===== src/rtl/chunked_adder_seq_pkg.sv =====
// ----------------------------------------------------------------------------
// chunked_adder_seq_pkg
// Items shared by the chunked adder/subtractor:
//   state_t   - controller state encoding (ST_IDLE / ST_RUN)
//   MODE_ADD  - mode value selecting a + b + c_in
//   MODE_SUB  - mode value selecting a - b - c_in
//   clog2()   - ceiling log2, used to size the chunk counter
// ----------------------------------------------------------------------------
package chunked_adder_seq_pkg;

    typedef enum logic {
        ST_IDLE = 1'b0,
        ST_RUN  = 1'b1
    } state_t;

    localparam logic MODE_ADD = 1'b0;
    localparam logic MODE_SUB = 1'b1;

    // Smallest r such that 2**r >= value (0 for value <= 1).
    function automatic int clog2(input int value);
        int r;
        r = 0;
        while ((1 << r) < value) begin
            r = r + 1;
        end
        return r;
    endfunction

endpackage


===== src/rtl/chunked_adder_seq_chunk_adder.sv =====
// ----------------------------------------------------------------------------
// chunk_adder
// Combinational CHUNK-bit ripple-carry adder slice.
// Ports:
//   x, y  [CHUNK-1:0]  addends
//   ci                 carry in
//   s     [CHUNK-1:0]  sum
//   co                 carry out of the slice MSB
//   cmsb               carry into the slice MSB (xor with co gives signed overflow)
// ----------------------------------------------------------------------------
module chunk_adder #(
    parameter int CHUNK = 8
) (
    input  logic [CHUNK-1:0] x,
    input  logic [CHUNK-1:0] y,
    input  logic             ci,
    output logic [CHUNK-1:0] s,
    output logic             co,
    output logic             cmsb
);

    always_comb begin : ripple
        logic c;
        c    = ci;
        s    = '0;
        cmsb = ci;
        for (int i = 0; i < CHUNK; i++) begin
            s[i] = x[i] ^ y[i] ^ c;
            // Capture the carry that feeds the top bit before it is updated.
            if (i == CHUNK - 1) begin
                cmsb = c;
            end
            c = (x[i] & y[i]) | (c & (x[i] ^ y[i]));
        end
        co = c;
    end

endmodule


===== src/rtl/chunked_adder_seq.sv =====
// ----------------------------------------------------------------------------
// chunked_adder_seq
// Multi-cycle WIDTH-bit adder/subtractor processing CHUNK bits per clock,
// with the inter-chunk carry held in a register.
// Ports:
//   clk    clock, rising edge
//   reset  synchronous active-high reset
//   start  request, taken only while ready=1
//   ready  idle, able to accept start
//   mode   0 = a + b + c_in, 1 = a - b - c_in
//   a, b   [WIDTH-1:0] operands, sampled at acceptance
//   c_in   carry-in (add) / borrow-in (subtract), sampled at acceptance
//   sum    [WIDTH-1:0] result, held until the next completion
//   c_out  carry out of the MSB (for subtract, 1 = no borrow)
//   ovf    signed two's-complement overflow
//   done   one-cycle pulse marking updated sum/c_out/ovf
// ----------------------------------------------------------------------------
module chunked_adder_seq
    import chunked_adder_seq_pkg::*;
#(
    parameter int WIDTH = 32,
    parameter int CHUNK = 8
) (
    input  logic             clk,
    input  logic             reset,
    input  logic             start,
    output logic             ready,
    input  logic             mode,
    input  logic [WIDTH-1:0] a,
    input  logic [WIDTH-1:0] b,
    input  logic             c_in,
    output logic [WIDTH-1:0] sum,
    output logic             c_out,
    output logic             ovf,
    output logic             done
);

    localparam int NCHUNK = WIDTH / CHUNK;
    localparam int CW     = (clog2(NCHUNK) < 1) ? 1 : clog2(NCHUNK);

    state_t             state;
    logic [WIDTH-1:0]   op_a;
    logic [WIDTH-1:0]   op_b;
    logic [WIDTH-1:0]   acc;
    logic [WIDTH-1:0]   acc_next;
    logic               carry;
    logic [CW-1:0]      count;
    logic [31:0]        base;
    logic               last;

    logic [CHUNK-1:0]   x_chunk;
    logic [CHUNK-1:0]   y_chunk;
    logic [CHUNK-1:0]   s_chunk;
    logic               co_chunk;
    logic               cmsb_chunk;

    assign base = 32'(count) * 32'(CHUNK);
    assign last = (count == CW'(NCHUNK - 1));

    // Select the operand slices for the current chunk and merge its sum into
    // a copy of the accumulator, so the final edge can publish the complete
    // result directly without an extra cycle.
    always_comb begin
        x_chunk  = op_a[base +: CHUNK];
        y_chunk  = op_b[base +: CHUNK];
        acc_next = acc;
        acc_next[base +: CHUNK] = s_chunk;
    end

    chunk_adder #(
        .CHUNK (CHUNK)
    ) u_chunk_adder (
        .x    (x_chunk),
        .y    (y_chunk),
        .ci   (carry),
        .s    (s_chunk),
        .co   (co_chunk),
        .cmsb (cmsb_chunk)
    );

    // Controller. Subtraction is a + ~b + ~c_in, so the operand and carry are
    // inverted once at acceptance and the datapath only ever adds. Outputs
    // are written only on the last chunk, keeping partial results hidden.
    always_ff @(posedge clk) begin
        if (reset) begin
            state <= ST_IDLE;
            ready <= 1'b1;
            done  <= 1'b0;
            sum   <= '0;
            c_out <= 1'b0;
            ovf   <= 1'b0;
            count <= '0;
            op_a  <= '0;
            op_b  <= '0;
            acc   <= '0;
            carry <= 1'b0;
        end else begin
            case (state)
                ST_IDLE: begin
                    done <= 1'b0;
                    if (start) begin
                        op_a  <= a;
                        op_b  <= (mode == MODE_SUB) ? ~b : b;
                        carry <= (mode == MODE_SUB) ? ~c_in : c_in;
                        count <= '0;
                        acc   <= '0;
                        ready <= 1'b0;
                        state <= ST_RUN;
                    end
                end
                ST_RUN: begin
                    acc   <= acc_next;
                    carry <= co_chunk;
                    if (last) begin
                        sum   <= acc_next;
                        c_out <= co_chunk;
                        ovf   <= co_chunk ^ cmsb_chunk;
                        done  <= 1'b1;
                        ready <= 1'b1;
                        count <= '0;
                        state <= ST_IDLE;
                    end else begin
                        count <= count + CW'(1);
                    end
                end
                default: begin
                    state <= ST_IDLE;
                    ready <= 1'b1;
                    done  <= 1'b0;
                end
            endcase
        end
    end

endmodule

===== config.mk =====
export PLATFORM = sky130hd
export DESIGN_NAME = chunked_adder_seq
export DESIGN_NICKNAME = d
export VERILOG_FILES = /design/src/rtl/chunked_adder_seq_pkg.sv /design/src/rtl/chunked_adder_seq_chunk_adder.sv /design/src/rtl/chunked_adder_seq.sv
export SDC_FILE = /design/constraint.sdc
export NUM_CORES = 1
export LEC_CHECK = 0
export ABC_CLOCK_PERIOD_IN_PS = 6400
export CAP_MARGIN = 10
export CORE_ASPECT_RATIO = 1.4
export CORE_MARGIN = 5
export CORE_UTILIZATION = 53
export CTS_CLUSTER_DIAMETER = 120
export DETAILED_ROUTE_END_ITERATION = 7
export PLACE_DENSITY = 0.8
export SKIP_LAST_GASP = 1
export SLEW_MARGIN = 20
export SYNTH_ARGS = -nofsm -noshare
export SYNTH_HDL_FRONTEND = slang
export SYNTH_SLANG_ARGS = --single-unit

===== constraint.sdc =====
create_clock -name clk -period 6.4 [get_ports clk]
set_clock_uncertainty 0.15 [all_clocks]
set_input_delay 1.28 -clock clk [delete_from_list [all_inputs] [get_ports clk]]
set_output_delay 1.28 -clock clk [all_outputs]
set_load 0.005 [all_outputs]

==> summary.md <==
| Metric | Value |
|---|---|
| GRT Util Overall | `0.223` |
| Status | `finished, final reports clean` |
| Via count | `4,948` |
| Crit path capture type | `flop` |
| Resized cells post-CTS | `0` |
| Period utilization | `0.785` |
| Critical path required time | `6.49 ns` |
| Clk buf depth | `2` |
| First-pass GRT wire length | `23,700 um` |
| WHS Path Cells | `2` |
| Synth Area per Inst | `9.62 um^2` |
| IR drop worst, VDD | `0.000202 V` |
| RR Endpoint | `sum[7]` |
| Fin. Hold Viols | `0` |
| F_max | `0.199 GHz` |
| Initial antenna violation count | `0` |
| R2R cell count | `16` |
| CTS tree | `built` |
| Setup tns final | `0 ns` |
| Post-route DRC | `0` |
| Final Setup Violations | `0` |
| Core area | `10,900 um^2` |
| Cells after Synth | `614` |
| Net count after synthesis | `697` |
| Synth Flop Type | `dfxtp_1` |
| Max_cap viols | `0` |
| IO Port Bufs | `104` |
| Largest net degree at the start of global routing | `114` |
| Routed len/inst | `17.5 um` |
| DR vias/cell | `5.84` |
| Row count | `45` |
| Synth Register Bits | `136` |
| Synth cell types | `36` |
| Top sig layer | `met4` |
| HP Class | `reg2reg` |
| Max FO, Critical Path | `8` |
| Post-synth EDFFs | `0` |
| Clk pin slew, worst setup/hold paths | `0.06 ns` |
| Share of layout cells above drive strength 1 | `0.0907` |
| Worst-Margin Slew | `0.875 ns` |
| Reg2Reg Setup Slack | `1.38 ns` |
| Initial Utilization | `0.544` |
| ANT nets after route | `0` |
| Fillcell total | `796` |
| Synth async-reset ratio | `0` |
| Worst setup path class | `reg2reg` |
| Final min period | `5.02 ns` |
| Worst EP arrival | `5.11 ns` |
| Post-DP HPWL | `9980 um` |
| H-tree depth | `4` |
| Die Span Y | `135 um` |
| Critical path startpoint | `count[0]` |
| Die footprint | `13,400 um^2` |
| TritonCTS Sinks | `136` |
| Worst setup SP type | `flop` |
| # hold bufs at CTS | `0` |
| IO Pins | `105` |
| Detailed Routing Iterations Pass 1 | `4` |
| Synth-to-layout area growth | `29.4%` |
| Cts bufs inserted | `17` |
| Die X | `99.2 um` |
| Met1 wire length | `5490 um` |
| Met2 WL | `8030 um` |
| Critical R2R Launch | `count[0]` |
| Post-CTS repair timing setup buffer count | `0` |
| Global route total overflow | `0` |
| Fin nets | `776` |
| Placer congestion estimate | `0.876` |
| Post-synthesis sequential area ratio | `0.461` |
| Vias in the first global route | `4,927` |
| Post-Route WL | `14,800 um` |
| Cell Pwr Density | `294 nW/um^2` |
| ANT cells | `0` |
| WL met3 | `858 um` |
| Worst slew margin | `0.408` |
| Total power | `2250 uW` |
| Unrepaired setup endpoints after global routing | `no` |
| HP Start | `op_a[25]` |
| Ys Warns | `0` |
| Leak Pwr | `0.00279 uW` |
| Hold EP | `op_a[25]` |
| Mapped Area | `5910 um^2` |
| Initial drt markers | `276` |
| Clock root buffer | `clkbuf_16` |
| Max-slew violations | `0` |
| Clock Latency Late Sink | `0.41 ns` |
==> final cells by class <==
type	count	area, um^2	share of cell area
multi-input combinational	399	2880	0.377
sequential	136	2720	0.356
timing repair buffer	110	1090	0.143
clock buffer	20	457	0.0598
clock inverter	12	198	0.0259
tap	141	176	0.0231
inverter	29	109	0.0142
==> flip-flops by register name, indices dropped and copies added (netlist names) <==
name and flops:
carry 1, ovf 1, op_b 32, sum 32
count 2, ready 1, done 1, state 1
acc 32, op_a 32, c_out 1
==> power breakdown <==
part	internal [uW]	switching (uW)
Clock	710	352
Sequential	883	21.3
Combinational	122	157
==> cell usage after synthesis (all sizes together), types with 2 or more instances <==
| master | number | area share |
|---|---|---|
| dfxtp | 136 | 0.46 |
| nand2 | 73 | 0.046 |
| nor2 | 55 | 0.035 |
| a21oi | 54 | 0.046 |
| a211oi | 36 | 0.049 |
| xnor2 | 34 | 0.050 |
| clkbuf | 29 | 0.018 |
| inv | 29 | 0.018 |
| buf | 21 | 0.017 |
| and4b | 17 | 0.029 |
| a221oi | 16 | 0.024 |
| mux4 | 16 | 0.061 |
| nor3 | 16 | 0.014 |
| o22ai | 16 | 0.017 |
| o2bb2ai | 12 | 0.018 |
| a22o | 10 | 0.015 |
| a32o | 8 | 0.014 |
| fa | 8 | 0.027 |
| ha | 6 | 0.013 |
| nor3b | 3 | 0.0038 |
| a211o | 2 | 0.0030 |
| a2bb2o | 2 | 0.0034 |
| nand2b | 2 | 0.0021 |
| nand3 | 2 | 0.0017 |
| nor2b | 2 | 0.0021 |
==> stage by stage <==
step / std cells / hold slack [ns] / area [um^2] / worst slack, ns / util
4_1_cts: 846 / 0.304 / 7610 / 1.34 / 0.701
3_5_place_dp: 814 / 0.297 / 6960 / 1.37 / 0.641
5_1_grt: 847 / 0.324 / 7640 / 1.17 / 0.703
2_1_floorplan: 614 / 0.276 / 5910 / 1.52 / -
6_report: 847 / 0.304 / 7640 / 1.38 / 0.703
3_3_place_gp: 814 / 0.289 / 6950 / 1.54 / 0.640
==> cell usage in the layout, fill, tap and decap left out, types with 2 or more instances in the layout <==
cell,n
nand3_1,2
a211oi_2,4
a32o_1,8
ha_1,6
a21oi_1,54
nor3b_1,3
nand2b_1,2
nand2_1,72
bufinv_16,5
clkinvlp_4,2
nor3_1,16
o2bb2ai_1,12
buf_4,5
clkinv_4,2
fa_1,8
clkinv_2,3
clkdlybuf4s50_1,102
clkbuf_8,2
a211oi_1,32
dfxtp_1,136
mux4_2,16
and4b_1,17
inv_1,29
a2bb2o_1,2
nor2_1,55
xnor2_1,34
clkbuf_16,17
a22o_1,10
o22ai_1,16
a211o_1,2
a221oi_1,16
==> cell families (layout without fill, tap and decap cells) <==
family                   count (synthesis)  in the layout  share of synthesized area
AND/OR/NAND/NOR                        179            179                      0.146
flip-flops                             136            136                      0.461
buffers and inverters                   79            171                     0.0536
multiplexers                            16             16                     0.0610
XOR/XNOR                                34             34                     0.0504
adder cells (fa/ha/maj)                 14             14                     0.0398
AO/OA/AOI/OAI                          156            156                      0.188
==> per-layer routing <==
layer | track usage | vias up
met5 | 0 | -
met4 | 0.0934 | 0
met3 | 0.0548 | 35
met2 | 0.404 | 181
met1 | 0.244 | 2372
li1 | - | 2360
==> worst max-delay path by stage <==
stage,endpoint,slack [ns],cells past startpoint
global route,sum[7],1.17,16
detailed placement,sum[15],1.37,15
floorplan,acc[31],1.52,17
global placement,acc[31],1.54,15
CTS,sum[7],1.34,16
finish,sum[7],1.38,16
==> critical path, cell delays in order (launching register included) <==
cell and delay, ns:
dfxtp_1 0.65, mux4_2 0.32, inv_1 0.06, fa_1 0.40
fa_1 0.38, fa_1 0.42, fa_1 0.40, fa_1 0.37
inv_1 0.08, fa_1 0.16, inv_1 0.05, fa_1 0.40
inv_1 0.09, fa_1 0.49, nor2b_1 0.20, nand2_1 0.12
o22ai_1 0.11
Note: power is estimated with default switching activity, not from simulation.
